## config.mk

```make
export PLATFORM = sky130hd
export DESIGN_NAME = controle_ula
export DESIGN_NICKNAME = d
export VERILOG_FILES = /design/src/rtl/ula_pkg.sv /design/src/rtl/estagio_subtrador.sv /design/src/rtl/controle_ula.sv
export SDC_FILE = /design/constraint.sdc
export NUM_CORES = 1
export LEC_CHECK = 0
export BUFFER_PORTS_ARGS = -buffer_cell sky130_fd_sc_hd__buf_4
export CORE_ASPECT_RATIO = 1.5
export CORE_UTILIZATION = 55
export DETAILED_ROUTE_END_ITERATION = 8
export GPL_ROUTABILITY_DRIVEN = 0
export PLACE_DENSITY = 0.84
export RECOVER_POWER = 25
export SKIP_LAST_GASP = 1
export SYNTH_ARGS = -nofsm -noshare
export SYNTH_HDL_FRONTEND = slang
export SYNTH_SLANG_ARGS = --single-unit
```

## constraint.sdc

```tcl
create_clock -name clk -period 8.4 [get_ports clk]
set_input_delay 2.1 -clock clk [delete_from_list [all_inputs] [get_ports clk]]
set_output_delay 2.1 -clock clk [all_outputs]
set_load 0.01 [all_outputs]
```

## src/rtl/ula_pkg.sv

```systemverilog
// ula_pkg: shared op codes, FSM states and default width for controle_ula
package ula_pkg;

    localparam int LARGURA_PADRAO = 8;

    typedef enum logic [1:0] {
        OP_SUB = 2'b00,
        OP_SBC = 2'b01,
        OP_CMP = 2'b10,
        OP_NEG = 2'b11
    } op_t;

    typedef enum logic [1:0] {
        OCIOSO,
        CALCULA,
        RESULTADO
    } estado_t;

endpackage

```

## src/rtl/estagio_subtrador.sv

```systemverilog
// estagio_subtrador: combinational borrow-ripple subtractor d = x - y - bin
module estagio_subtrador #(
    parameter int LARGURA = 8
) (
    input  logic [LARGURA-1:0] x,
    input  logic [LARGURA-1:0] y,
    input  logic               bin,
    output logic [LARGURA-1:0] d,
    output logic               bout
);

    logic [LARGURA:0] bw;

    assign bw[0] = bin;
    assign bout  = bw[LARGURA];

    for (genvar i = 0; i < LARGURA; i++) begin : g_bit
        assign d[i]    = x[i] ^ y[i] ^ bw[i];
        assign bw[i+1] = (~x[i] & y[i]) | (~(x[i] ^ y[i]) & bw[i]);
    end

endmodule

```

## src/rtl/controle_ula.sv

```systemverilog
// controle_ula: handshaked subtract unit (SUB/SBC/CMP/NEG) with flags and chained borrow
module controle_ula
    import ula_pkg::*;
#(
    parameter int LARGURA = LARGURA_PADRAO
) (
    input  logic               clk,
    input  logic               rst,
    input  logic               in_valid,
    output logic               in_ready,
    input  logic [LARGURA-1:0] a,
    input  logic [LARGURA-1:0] b,
    input  logic [1:0]         op,
    output logic               out_valid,
    input  logic               out_ready,
    output logic [LARGURA-1:0] s,
    output logic               z,
    output logic               n,
    output logic               c,
    output logic               v
);

    localparam int MSB = LARGURA - 1;

    estado_t           estado, prox;
    op_t               op_r;
    logic [LARGURA-1:0] a_r, b_r;
    logic              cb;
    logic [LARGURA-1:0] x, y, d;
    logic              bin, bout;

    always_ff @(posedge clk) begin
        if (rst) estado <= OCIOSO;
        else     estado <= prox;
    end

    always_comb begin
        prox      = estado;
        in_ready  = 1'b0;
        out_valid = 1'b0;
        case (estado)
            OCIOSO: begin
                in_ready = 1'b1;
                prox     = in_valid ? CALCULA : OCIOSO;
            end
            CALCULA:   prox = RESULTADO;
            RESULTADO: begin
                out_valid = 1'b1;
                prox      = out_ready ? OCIOSO : RESULTADO;
            end
            default:   prox = OCIOSO;
        endcase
    end

    // NEG reuses the subtractor as 0 - a; only SBC consumes the stored borrow
    always_comb begin
        x   = (op_r == OP_NEG) ? '0 : a_r;
        y   = (op_r == OP_NEG) ? a_r : b_r;
        bin = (op_r == OP_SBC) ? cb : 1'b0;
    end

    estagio_subtrador #(.LARGURA(LARGURA)) u_sub (
        .x    (x),
        .y    (y),
        .bin  (bin),
        .d    (d),
        .bout (bout)
    );

    always_ff @(posedge clk) begin
        if (rst) begin
            a_r  <= '0;
            b_r  <= '0;
            op_r <= OP_SUB;
            s    <= '0;
            z    <= 1'b1;
            n    <= 1'b0;
            c    <= 1'b0;
            v    <= 1'b0;
            cb   <= 1'b0;
        end else if (estado == OCIOSO && in_valid) begin
            a_r  <= a;
            b_r  <= b;
            op_r <= op_t'(op);
        end else if (estado == CALCULA) begin
            s  <= (op_r == OP_CMP) ? a_r : d;
            z  <= (d == '0);
            n  <= d[MSB];
            c  <= bout;
            v  <= (x[MSB] != y[MSB]) && (d[MSB] != x[MSB]);
            cb <= bout;
        end
    end

endmodule

```

==> results.cfg <==
[routing]
firstDrtPassIters = 4
vias_per_cell = 5.456
wire_per_inst_microns = 14.69
highest_layer = met4
ant_nets = 0
met2WireLength_microns = 1764
drcViolationCount = 0
met1_length_microns = 1307
via_count = 1244
wl_met3_microns = 136
totalWireLength_microns = 3350
drt-initial-drc-count = 31

[floorplanning]
initial_core_util = 0.5942
num_rows = 23
io_pins = 36
die_x_microns = 46.61
die_h_microns = 68.91
coreArea_sq_um = 2763
dieArea_sq_um = 3212

[critical_path]
r2r-end = s[7]
worst_path_largest_cell_delay_ns = 0.46
crit_start = op_r[0]
regToRegSetupSlack_ns = 3.59
cp_slowest_cell = fa_1
crit_chain = nand2_1 -> and2_1 -> fa_1 -> inv_1 -> fa_1 -> inv_1 -> fa_1 -> fa_1 -> fa_1 -> fa_1 -> fa_1 -> inv_1 -> fa_1 -> inv_1 -> mux2i_1 -> o31ai_1
rr_worst_depth = 16
path_class = reg2reg
crit_fanout = 16
path_common_cell = fa_1
worstSetupStartpointType = register
crit_path_end_kind = register
critPathRequiredTime_ns = 8.59
rr_startpoint = op_r[0]
critPathArrivalTime_ns = 5.00

[sta]
finalSetupViolations = 0
maxSlewHeadroom = 0.04343
final.min_clock_period_ns = 4.807
holdWs_ns = 0.4799
fin_crit_sh = 0.5722
grt_setup_unrepaired = false
fin_skew_ns = 0.004624
worstMarginPinSlew_ns = 1.435
hold_viol_final = 0
fmax_mhz = 208.0
slew_violations = 0
setup_tns_ns = 0

[layout]
fin_nets = 222
num_antenna_cells = 0
area_delta_synth_final_pct = 19.66
drive_gt1_frac = 0.2513
final_area_sq_um = 1964
utilization = 0.7111

[yosys]
yosysUniqueCellTypes = 28
synth_top_area_cell = dfxtp_1
synth_warnings = 0
synth-main-ff-cell = dfxtp_1
ys_ff_latch = 32
syn_area_sq_um = 1642
ys_seq_area_frac = 0.3902
synth_edf_count = 0
yosys-top-cells-count = 32 x dfxtp_1, 31 x mux2i_1, 28 x nor2_1, 8 x fa_1, 7 x and2_1
async_reset_ff_frac = 0
netlist_instances = 159
syn_area_per_cell_sq_um = 10.32
ys_top_cells_by_area = dfxtp_1 39%, mux2i_1 19%, fa_1 9.8%
synth_top_area_share = 0.3902
synthMostInstantiatedCell = dfxtp_1
syn_nets = 190

[power_and_ir_drop]
p_int_mw = 0.2807
power.switching_mw = 0.1071
combPwrFrac = 0.231
total_power_mw = 0.3878
pwr-share-seq = 0.442
p_leak_nw = 0.9164
pwr-share-clk = 0.326
ir_drop_uv = 120.6
power_density_nw_per_um2 = 197.4
switching_share = 0.2763

[clock_network]
htree_levels = 2
path_clk_slew_ns = 0.06
clock_path_buffers = 2
cts_resized = 0
cts_setup_buffers = 0
clk_latency_ns = 0.29
cts_tree = built
clock-root-buffer = clkbuf_8
hold_buffers = 0
cts_sinks = 32
numCtsBuffers = 5

[hold_path]
hold_path.startpoint = z
hold_path.class = reg2reg
whs_endpoint = z
hold_depth = 2

[grt]
grt_first_pass_wirelength_microns = 5554
grt_overflow_total = 0
antenna_found_initial = 0
grt_max_degree = 36
grtUsageTotal = 0.2544
grt_pass1_vias = 1312

[flow_run]
cap_violations = 0

[placement]
place_area_sq_um = 1872
dpl.hpwl_microns = 2463
port_buffers = 35

[run_status]
status = finished, final reports clean
[cell families after synthesis]
family                   synth area share
multiplexers                       0.2027
adder cells (fa/ha/maj)            0.1052
AO/OA/AOI/OAI                     0.07546
flip-flops                         0.3902
AND/OR/NAND/NOR                    0.1646
buffers and inverters             0.06173
[sequential cells by signal, indices dropped and copies added, names as in the netlist]
name,flops
a_r,8
b_r,8
cb,1
estado,2
n,1
op_r,2
s,8
v,1
z,1
[layout make-up]
class	instances	area [sq um]
Fill cell	234	798.3
Clock buffer	7	96.34
Timing Repair Buffer	36	266.5
Sequential cell	32	640.6
Tap cell	37	46.29
Inverter	4	15.01
Multi-Input combinational cell	112	899.6
[critical path: cells and delay by family, from the launching register on]
| family | cells | cell delay, ns |
|---|---|---|
| DFF | 1 | 0.40 |
| muxes | 1 | 0.08 |
| AOI/OAI and AO/OA | 1 | 0.19 |
| buffers and inverters | 4 | 0.31 |
| and+or+nand+nor | 2 | 0.72 |
| adders and majority gates | 8 | 3.00 |
[power by group through the flow]
stage | registers (mW) | clock network, mW | logic [mW]
after CTS | 0.171 | 0.128 | 0.0901
final | 0.171 | 0.127 | 0.0898
after detailed placement | 0.175 | 0 | 0.0886
after floorplan | 0.174 | 0 | 0.0632
after global placement | 0.174 | 0 | 0.0850
after global routing | 0.173 | 0.134 | 0.100
[per-layer routing]
layer / GRT usage / up-vias
li1: - / 595
met1: 0.2446 / 592
met2: 0.4497 / 43
met3: 0.04948 / 14
met4: 0.1985 / 0
met5: 0 / -
[layout by cell type (no fill, tap or decap), types with 2 or more instances in the layout]
master / n
a211oi_1: 6
a21oi_1: 4
and2_1: 7
buf_4: 35
clkbuf_8: 7
dfxtp_1: 32
fa_1: 8
inv_1: 4
mux2_2: 2
mux2i_1: 31
nand2_1: 5
nand2b_1: 3
nand3b_1: 4
nor2_1: 28
nor2b_1: 3
nor4b_1: 2
[worst max path at each step]
stage           end  cells past startpoint  slack (ns)
6_report       s[7]                     16        3.59
5_1_grt        s[7]                     16        3.34
4_1_cts        s[7]                     16        3.64
3_5_place_dp   s[7]                     16        3.69
3_3_place_gp   s[7]                     16        3.88
2_1_floorplan  s[7]                     17        4.07
[through the flow]
step / setup slack [ns] / instances
after global placement: 3.877 / 221
after floorplan: 4.067 / 159
after CTS: 3.643 / 228
after detailed placement: 3.689 / 221
final: 3.593 / 228
after global routing: 3.340 / 228
Power figures use the tool's default switching activity.
